### src/rtl/key_debounce_multi.sv
// -----------------------------------------------------------------------------
// key_debounce_multi
//
// N-channel push-button debouncer. Each raw key pin passes through a 2-flop
// synchroniser and is normalised so that 1 means "pressed". A small per-channel
// state machine then requires the key to be stable for DEBOUNCE_MS ticks of a
// shared 1 ms prescaler before it changes the debounced level.
//
// Optional feature, enabled by defining the macro KEY_DEBOUNCE_LONG_PRESS_EN:
// a one-cycle Long_Pulse fires once per press when the key has been held for
// LONG_MS ms after press confirmation. Without the macro, Long_Pulse is tied 0.
//
// Ports:
//   CLK           in   1       system clock
//   RSTn          in   1       asynchronous active-low reset
//   Key_In        in   N_KEYS  raw asynchronous key pins
//   Key_State     out  N_KEYS  debounced level, 1 = pressed
//   Press_Pulse   out  N_KEYS  one-cycle pulse on confirmed press
//   Release_Pulse out  N_KEYS  one-cycle pulse on confirmed release
//   Long_Pulse    out  N_KEYS  one-cycle pulse on long press
// -----------------------------------------------------------------------------
module key_debounce_multi #(
  parameter int N_KEYS      = 4,
  parameter int CLK_HZ      = 50_000_000,
  parameter int DEBOUNCE_MS = 10,
  parameter int ACTIVE_LOW  = 1,
  parameter int LONG_MS     = 1000
) (
  input  logic              CLK,
  input  logic              RSTn,
  input  logic [N_KEYS-1:0] Key_In,
  output logic [N_KEYS-1:0] Key_State,
  output logic [N_KEYS-1:0] Press_Pulse,
  output logic [N_KEYS-1:0] Release_Pulse,
  output logic [N_KEYS-1:0] Long_Pulse
);

  localparam int DIV    = CLK_HZ / 1000;
  localparam int PW     = $clog2(DIV);
  localparam int MAX_MS = (LONG_MS > DEBOUNCE_MS) ? LONG_MS : DEBOUNCE_MS;
  localparam int CW     = $clog2(MAX_MS + 1);

  localparam logic [PW-1:0] PRE_LAST = PW'(DIV - 1);
  localparam logic [CW-1:0] DEB_LAST = CW'(DEBOUNCE_MS - 1);
`ifdef KEY_DEBOUNCE_LONG_PRESS_EN
  localparam logic [CW-1:0] LONG_LAST = CW'(LONG_MS - 1);
  localparam logic [CW-1:0] LONG_SAT  = CW'(LONG_MS);
`endif

  // Synchroniser flops come out of reset at the released pin level so that a
  // key held through reset is seen as a fresh press and debounced normally.
  localparam logic [N_KEYS-1:0] IDLE_LEVEL =
    (ACTIVE_LOW != 0) ? {N_KEYS{1'b1}} : {N_KEYS{1'b0}};

  typedef enum logic [1:0] {
    UP     = 2'd0,
    CHK_DN = 2'd1,
    DOWN   = 2'd2,
    CHK_UP = 2'd3
  } state_t;

  logic [PW-1:0]     pre;
  logic              tick;
  logic [N_KEYS-1:0] sync1;
  logic [N_KEYS-1:0] sync2;
  logic [N_KEYS-1:0] pressed;

  // Shared free-running 1 ms prescaler; tick is high during the terminal count.
  assign tick = (pre == PRE_LAST);

  always_ff @(posedge CLK or negedge RSTn) begin
    if (!RSTn) begin
      pre <= '0;
    end else if (tick) begin
      pre <= '0;
    end else begin
      pre <= pre + PW'(1);
    end
  end

  always_ff @(posedge CLK or negedge RSTn) begin
    if (!RSTn) begin
      sync1 <= IDLE_LEVEL;
      sync2 <= IDLE_LEVEL;
    end else begin
      sync1 <= Key_In;
      sync2 <= sync1;
    end
  end

  assign pressed = (ACTIVE_LOW != 0) ? ~sync2 : sync2;

  for (genvar ch = 0; ch < N_KEYS; ch++) begin : g_ch
    state_t        state;
    logic [CW-1:0] cnt;
    logic          level_q;
    logic          press_q;
    logic          rel_q;
`ifdef KEY_DEBOUNCE_LONG_PRESS_EN
    logic          long_q;
`endif

    // Check states count ticks while the input stays put; any reversal of
    // the input aborts the check immediately, even on a tick cycle.
    always_ff @(posedge CLK or negedge RSTn) begin
      if (!RSTn) begin
        state   <= UP;
        cnt     <= '0;
        level_q <= 1'b0;
        press_q <= 1'b0;
        rel_q   <= 1'b0;
`ifdef KEY_DEBOUNCE_LONG_PRESS_EN
        long_q  <= 1'b0;
`endif
      end else begin
        press_q <= 1'b0;
        rel_q   <= 1'b0;
`ifdef KEY_DEBOUNCE_LONG_PRESS_EN
        long_q  <= 1'b0;
`endif
        case (state)
          UP: begin
            if (pressed[ch]) begin
              state <= CHK_DN;
              cnt   <= '0;
            end
          end
          CHK_DN: begin
            if (!pressed[ch]) begin
              state <= UP;
            end else if (tick) begin
              if (cnt == DEB_LAST) begin
                state   <= DOWN;
                level_q <= 1'b1;
                press_q <= 1'b1;
                cnt     <= '0;
              end else begin
                cnt <= cnt + CW'(1);
              end
            end
          end
          DOWN: begin
            if (!pressed[ch]) begin
              state <= CHK_UP;
              cnt   <= '0;
            end
`ifdef KEY_DEBOUNCE_LONG_PRESS_EN
            // Held-time count saturates at LONG_MS so the pulse fires once.
            else if (tick && (cnt != LONG_SAT)) begin
              cnt <= cnt + CW'(1);
              if (cnt == LONG_LAST) begin
                long_q <= 1'b1;
              end
            end
`endif
          end
          CHK_UP: begin
            if (pressed[ch]) begin
              state <= DOWN;
              cnt   <= '0;
            end else if (tick) begin
              if (cnt == DEB_LAST) begin
                state   <= UP;
                level_q <= 1'b0;
                rel_q   <= 1'b1;
                cnt     <= '0;
              end else begin
                cnt <= cnt + CW'(1);
              end
            end
          end
          default: begin
            state <= UP;
            cnt   <= '0;
          end
        endcase
      end
    end

    assign Key_State[ch]     = level_q;
    assign Press_Pulse[ch]   = press_q;
    assign Release_Pulse[ch] = rel_q;
`ifdef KEY_DEBOUNCE_LONG_PRESS_EN
    assign Long_Pulse[ch]    = long_q;
`endif
  end

`ifndef KEY_DEBOUNCE_LONG_PRESS_EN
  assign Long_Pulse = '0;
`endif

endmodule

### config.mk
export PLATFORM = sky130hd
export DESIGN_NAME = key_debounce_multi
export DESIGN_NICKNAME = d
export VERILOG_FILES = /design/src/rtl/key_debounce_multi.sv
export SDC_FILE = /design/constraint.sdc
export NUM_CORES = 1
export LEC_CHECK = 0
export CAP_MARGIN = 20
export CELL_PAD_IN_SITES_DETAIL_PLACEMENT = 0
export CELL_PAD_IN_SITES_GLOBAL_PLACEMENT = 1
export CORE_MARGIN = 3
export CORE_UTILIZATION = 40
export DETAILED_ROUTE_END_ITERATION = 10
export PLACE_DENSITY = 0.69
export SYNTH_ARGS = -nofsm -noshare
export SYNTH_HDL_FRONTEND = slang
export SYNTH_SLANG_ARGS = --single-unit
### constraint.sdc
create_clock -name CLK -period 5.6 [get_ports CLK]
set_input_delay 1.12 -clock CLK [delete_from_list [all_inputs] [get_ports CLK]]
set_output_delay 1.12 -clock CLK [all_outputs]
set_load 0.005 [all_outputs]
==> results of run 1 <==
==> per-layer routing <==
metal | vias up | wire length [µm]
li1 | 1411 | -
met1 | 1318 | 3591
met2 | 33 | 3329
met3 | 5 | 317
met4 | 0 | 88
met5 | - | 0
==> layout by cell type (no fill, tap or decap), types with 12 or more instances in the layout <==
cell type / count
clkdlybuf4s50_1: 16
dfrtp_1: 76
inv_1: 19
nand2_1: 31
nand3_1: 19
nand4_1: 12
nor2_1: 61
o21ai_0: 16
xnor2_1: 13
xor2_1: 31
==> critical path, stage by stage (launching register included) <==
cell and delay [ns]:
dfrtp_1 0.44, ha_1 0.26, nand3_1 0.17, nand4b_4 0.41, o21ai_1 0.39, a21oi_1 0.14
nor3_2 0.44, nor2_1 0.11
==> registers in the layout, summed over array words and instances, names as in the netlist, named ones only <==
name,flops
g_ch.cnt,40
g_ch.level_q,4
g_ch.press_q,4
g_ch.rel_q,4
g_ch.state,4
pre,16
sync1,4
sync2,4
==> worst paths after layout <==
check / startpoint / endpoint / slack, ns / depth (start not counted)
min in group asynchronous: RSTn / pre[12]$_DFF_PN0_ / 0.70 / 1
setup / recovery: pre[0]$_DFF_PN0_ / g_ch[2].cnt[3]$_DFFE_PN0P_ / 3.11 / 7
max in group asynchronous: RSTn / sync2[3]$_DFF_PN1_ / 4.26 / 2
setup reg to reg: pre[0]$_DFF_PN0_ / g_ch[2].cnt[3]$_DFFE_PN0P_ / 3.11 / 7
hold / removal: sync1[0]$_DFF_PN1_ / sync2[0]$_DFF_PN1_ / 0.35 / 0
hold reg to reg: sync1[0]$_DFF_PN1_ / sync2[0]$_DFF_PN1_ / 0.35 / 0
==> per-stage QoR <==
step | hold slack, ns | total power [µW] | instance area, µm² | util [%] | cells
5_1_grt | 0.3618 | 1181 | 4634 | 46.35 | 559
6_report | 0.3548 | 1132 | 4634 | 46.35 | 559
3_3_place_gp | 0.3459 | 660.4 | 4382 | 43.82 | 542
3_5_place_dp | 0.3487 | 660.4 | 4382 | 43.82 | 542
2_1_floorplan | 0.3452 | 643.1 | 4219 | - | 418
4_1_cts | 0.3578 | 1151 | 4607 | 46.07 | 558
==> where the power goes <==
group | internal (µW) | switching (µW)
logic | 9.26 | 22.7
clock network | 262 | 220
registers | 613 | 4.79
==> logic make-up (layout without fill, tap and decap cells) <==
family / Yosys count / after routing
AO/OA/AOI/OAI: 40 / 40
XOR/XNOR: 44 / 44
adder cells (fa/ha/maj): 10 / 10
buffers and inverters: 45 / 53
flip-flops: 84 / 84
multiplexers: 2 / 2
other: 1 / 4
AND/OR/NAND/NOR: 189 / 189
==> final cells by class <==
type                    instances  share of cell area, %
clock buffers                  10                  2.970
clock inverters                 6                  1.890
inverters                      19                  1.539
multi-input cells             289                  40.23
flip-flops and latches         84                  45.57
well taps                     133                  3.591
repair buffers                 18                  4.212
==> metrics.md, run 1 <==
| Metric | Value |
|---|---|
| CTS Hold Buffers Added | 0 |
| Initial Utilization | between 40% and 50% |
| Routed Antenna Nets | 0 |
| FF/Latch Area | 2112 µm² |
| Post-synth EDFFs | 0 |
| Fin. max-slew vios | 0 |
| CP arrival | 2.72 ns |
| Core ar. | 10000 µm² |
| P per Cell Area | 244.2 nW/µm² |
| Worst min path class | flop to flop |
| Async set or reset register ratio after synthesis | 100.0% |
| IO buf count | 17 |
| Register area share after synthesis | 50.19% |
| CTS H-tree depth | 3 |
| Status | finished clean |
| DP Wirelength | approximately 4800 µm |
| Nets | 436 |
| # DRC | 0 |
| Type of origin of the critical path | flop |
| Gr usage total | 14.05% |
| Worst vdd ir | 0.1499 mV |
| Post-synth top area cell | dfrtp_1 |
| Vias in the first global route | ~2.8k |
| Met3 Usage GRT | about 5.4% |
| Tcrit/Tclk final | 44.54% |
| Layout cells sized above 1 | about a tenth |
| Largest family of logic cells by synthesized area | simple AND/OR/NAND/NOR gates |
| Most frequent cells after synthesis | dfrtp_1, nor2_1, nand2_1, xor2_1 |
| Place WS | 3.104 ns |
| DR iter-0 viols | slightly above 70 |
| Post-Synth Simple-Gate Area | about a quarter |
| First-pass GRT wire length | between 10000 and 15000 µm |
| Endpoint type of the worst setup path | flop |
| Worst skew pair latency | 0.36 ns |
| WL final | roughly 7300 µm |
| TritonCTS clock tree | done |
| Die area | 11790 µm² |
| I/O pin cnt | 22 |
| Worst slew margin | 49.24% |
| Achievable frequency | around 400 MHz |
| Site Rows | 36 |
| Ant diodes | 0 |
| #FFs+latches synth | 84 |
| Syn. warnings | 0 |
| WL/cell | roughly 13 µm |
| PnR worst setup slack | roughly 3.1 ns |
| Clock root cell | clkbuf_8 |
| CTS sink count | 84 |
| Post-synthesis mux area share | 0.4758% |
| Synth area leaders | dfrtp_1, xor2_1, nor2_1 |
| Post-Synth XOR/XNOR Area | 9.158% |
| Distinct cells, synth | 50 |
| GRT busiest layer | met2 |
| Gr ovfl total | 0 |
| Layout area overhead | 10.14% |
| Primary FF master, synth | dfrtp_1 |
| Unrepaired setup endpoints after global routing | false |
| Die Wd | 108.6 µm |
| Clock transition at the registers of the reported paths | 0.09 ns |
| Multi-input logic area | roughly 1900 µm² |
| Max cap viols | 0 |
| Syn Inst Count | 415 |
| Drt pass-1 iters | 6 |
| Cts bufs inserted | 9 |
| Antenna violations before repair | 0 |
| Die height | 108.6 µm |
| Syn Std Cell Area | 4208 µm² |
| Cts repair resizes | 0 |
| Required time worst endpoint | slightly below 6 ns |
| Largest net degree at the start of global routing | 85 |
| Most frequently used cell type in the post-synthesis netlist | dfrtp_1 |
| Routability congestion estimate | 0.7603 |
| Adder-Cell Fraction of Synth Area | under 10% |
| Post CTS Setup Buffer Count | 0 |
| Via count | ~2.8k |
| Max FO, Critical Path | 16 |
| Post-synthesis compound-gate area fraction | 6.334% |
| Mapped Avg Cell Area | around 10 µm² |
| Met2 usage | between 20% and 30% |
| Kind of critical path | flop to flop |
| Top cell type's share of synthesized area | about 45% |
| P_leak | between 0.0015 and 0.002 µW |
| Hold Violations, Final | 0 |
| Skew final | 0.01191 ns |
| Vias per cell | 4.950 |
| Final setup viols | 0 |
| Maximum buffer depth of the clock tree | 2 |
| Fill count | 964 |
| Worst slew pin tran | 0.7557 ns |
| Met1 Use GR | 18.35% |
| Setup TNS Final | 0 ns |
| Min Tclk post-route | roughly 2.5 ns |
(Power assumes the default switching activity.)
==> inputs of run 2 (changes only) <==
--- a/config.mk
+++ b/config.mk
@@ -11,7 +11,7 @@
 export CORE_MARGIN = 3
 export CORE_UTILIZATION = 40
 export DETAILED_ROUTE_END_ITERATION = 10
-export PLACE_DENSITY = 0.69
+export PLACE_DENSITY = 0.71
 export SYNTH_ARGS = -nofsm -noshare
 export SYNTH_HDL_FRONTEND = slang
 export SYNTH_SLANG_ARGS = --single-unit
==> constraint.sdc (replaced) <==
create_clock -name CLK -period 2.2 [get_ports CLK]
set_input_delay 0.44 -clock CLK [delete_from_list [all_inputs] [get_ports CLK]]
set_output_delay 0.44 -clock CLK [all_outputs]
set_load 0.005 [all_outputs]
==> run 2 against run 1 <==
Net effect: clock power grew to 2.7 times the previous value; clock-buffer cell count rose by 3; routed wire length up 3.7%; fmax rose by 23%; critical path depth is 1 lower; first-iteration DRC count increased by 79%; sequential power rose to 2.5 times the previous value; critical endpoint is now g_ch[1].cnt[5]$_DFFE_PN0P_; largest power group unchanged.
==> metrics.md, run 2 (synthesis results as in run 1) <==
| Metric | Value |
|---|---|
| Worst slew pin tran | 0.8007 ns (+0.04505 ns) |
| Core ar. | 10000 µm² (unchanged) |
| Max reg flops | 40 (unchanged) |
| Via count | 2889 (+4.4%) |
| Achievable frequency | 493.3 MHz (+23%) |
| Cts bufs inserted | 9 (unchanged) |
| CTS H-tree depth | 3 (unchanged) |
| Type of origin of the critical path | flop |
| Endpoint type of the worst setup path | flop |
| Layout Cells excl Fill | 582 (+4.1%) |
| Die Wd | 108.6 µm (unchanged) |
| Most common cell after layout, fill and taps aside | dfrtp_1 |
| Status | finished clean |
| WL final | 7596 µm (+3.7%) |
| CP arrival | 2.31 ns (-0.41 ns) |
| Worst vdd ir | 0.3167 mV (+110%) |
| Site Rows | 36 (unchanged) |
| Required time worst endpoint | 2.48 ns (-3.34 ns) |
| Overall Power | 2951 µW (+160%) |
| Tcrit/Tclk final | 92.14% (+48 points) |
| First-pass GRT wire length | 13420 µm (+2.7%) |
| Clock transition at the registers of the reported paths | 0.09 ns (about the same) |
| P_leak | 0.002141 µW (+7.6%) |
| Final setup viols | 0 (unchanged) |
| CTS sink count | 84 (unchanged) |
| Setup TNS Final | 0 ns (unchanged) |
| TritonCTS clock tree | done |
| Fin. max-slew vios | 0 (unchanged) |
| # DRC | 0 (unchanged) |
| Layout area overhead | 15.05% |
| Clock root cell | clkbuf_8 |
| Vias in the first global route | 2849 (+2.2%) |
| Drt pass-1 iters | 4 (-2) |
| IO buf count | 17 (unchanged) |
| Reg with most FFs | g_ch.cnt |
| Hold_ws | 0.03246 ns (-0.3223 ns) |
| Hold Violations, Final | 0 (unchanged) |
| Die height | 108.6 µm (unchanged) |
| Kind of critical path | flop to flop |
| Die area | 11790 µm² (unchanged) |
| WL/cell | 13.05 µm (-0.44%) |
| Routability congestion estimate | 0.7933 (+4.3%) |
| DP Cell Count | 562 (+3.7%) |
| DR iter-0 viols | 127 (+79%) |
| Skew final | 0.008601 ns (-0.003313 ns) |
| Max FO, Critical Path | 5 (-11) |
| DP Wirelength | 5315 µm (+10%) |
| Vias per cell | 4.964 (+0.28%) |
| Reg-to-reg setup timing slack | 0.17 ns (-2.93 ns) |
| Initial Utilization | 42.08% (unchanged) |
| Worst slew margin | 46.21% (-3.0 points) |
| Gr ovfl total | 0 (unchanged) |
| CTS Hold Buffers Added | 0 (unchanged) |
| Worst min path class | input pin to asynchronous set/reset pin |
| Unrepaired setup endpoints after global routing | false |
| Antenna violations before repair | 0 (unchanged) |
| P per Cell Area | 609.7 nW/µm² (+150%) |
| Worst skew pair latency | 0.36 ns (about the same) |
| Maximum buffer depth of the clock tree | 2 (unchanged) |
| Ant diodes | 0 (unchanged) |
| Min Tclk post-route | 2.027 ns (-0.4671 ns) |
| I/O pin cnt | 22 (unchanged) |
| Top Registers | g_ch.cnt: 40 flops, pre: 16 flops |
| Largest net degree at the start of global routing | 36 (-58%) |
| Highest-count cells in the layout ignoring fill and taps | dfrtp_1, nor2_1, nand2_1, xor2_1, buf_4 |
| Routed Antenna Nets | 0 (unchanged) |
| Layout cells sized above 1 | 14.92% (+4.6 points) |
| Gr usage total | 14.32% (+0.27 points) |
| Nets | 459 (+5.3%) |
| Max cap viols | 0 (unchanged) |
| Post-Route Utilization | 48.41% (+2.1 points) |
## run 2: cell types whose count changed in the layout (fill, tap and decap cells not counted), sizes merged
cell,delta
clkinv,-1
nand4b,+1
buf,+22
clkbuf,+3
clkinvlp,-2
## run 2: where the power goes
part	total (µW)	leakage, µW	switching, µW	internal, µW
clock	1280	0.000116	551	734
sequential	1570	0.00112	12.5	1560
combinational	94.0	0.000903	61.7	32.4
## run 2: final timing paths
check                                   start  depth (start not counted)                          to
max in group asynchronous                RSTn                          2          sync1[2]$_DFF_PN1_
min in group CLK           sync1[0]$_DFF_PN1_                          0          sync2[0]$_DFF_PN1_
min                                      RSTn                          1     g_ch[2].rel_q$_DFF_PN0_
min reg2reg                sync1[0]$_DFF_PN1_                          0          sync2[0]$_DFF_PN1_
max                          pre[7]$_DFF_PN0_                          6  g_ch[1].cnt[5]$_DFFE_PN0P_
max reg2reg                  pre[7]$_DFF_PN0_                          6  g_ch[1].cnt[5]$_DFFE_PN0P_
## run 2: layout make-up
cell class / instances / area (µm²)
clock buffer: 13 / 168.9
clock inverter: 3 / 67.56
fill: 937 / 5159
inverter: 19 / 71.32
multi-input combinational: 290 / 1889
sequential: 84 / 2112
tap: 133 / 166.4
timing repair buffer: 40 / 365.4
## run 2: timing repair
item                       4_1_cts  5_1_grt
gates resized for setup          1        2
cloned                           0        1
pin swaps                        0        3
setup endpoints to repair        1       33
buffers inserted                 0        3
## run 2: per-stage QoR
step	setup WS, ns	cell area [µm²]
finish	0.1730	4841
global route	0.01154	4841
CTS	0.09384	4793
detailed placement	0.08152	4557
global placement	0.1610	4557
floorplan	0.2583	4219
## run 2: critical path: stages (launching register included)
cell and delay [ns]:
dfrtp_1 0.42, nor4b_4 0.27, buf_4 0.18, nand4b_4 0.14, or3b_4 0.45, or3_1 0.35
a21oi_1 0.15
## run 2: per-layer routing
layer | track usage, % | share of wire, %
met2 | 21.71 | 45
met3 | 4.119 | 3.1
met1 | 19.89 | 51
met4 | 4.328 | 1.2
met5 | 0 | 0
==> inputs of run 3 (changes only) <==
--- a/config.mk
+++ b/config.mk
@@ -5,6 +5,7 @@
 export SDC_FILE = /design/constraint.sdc
 export NUM_CORES = 1
 export LEC_CHECK = 0
+export ABC_CLOCK_PERIOD_IN_PS = 2200
 export CAP_MARGIN = 20
 export CELL_PAD_IN_SITES_DETAIL_PLACEMENT = 0
 export CELL_PAD_IN_SITES_GLOBAL_PLACEMENT = 1
==> results of run 3 <==
Same layout as run 2: the final DEF is identical, and so are final timing and power.
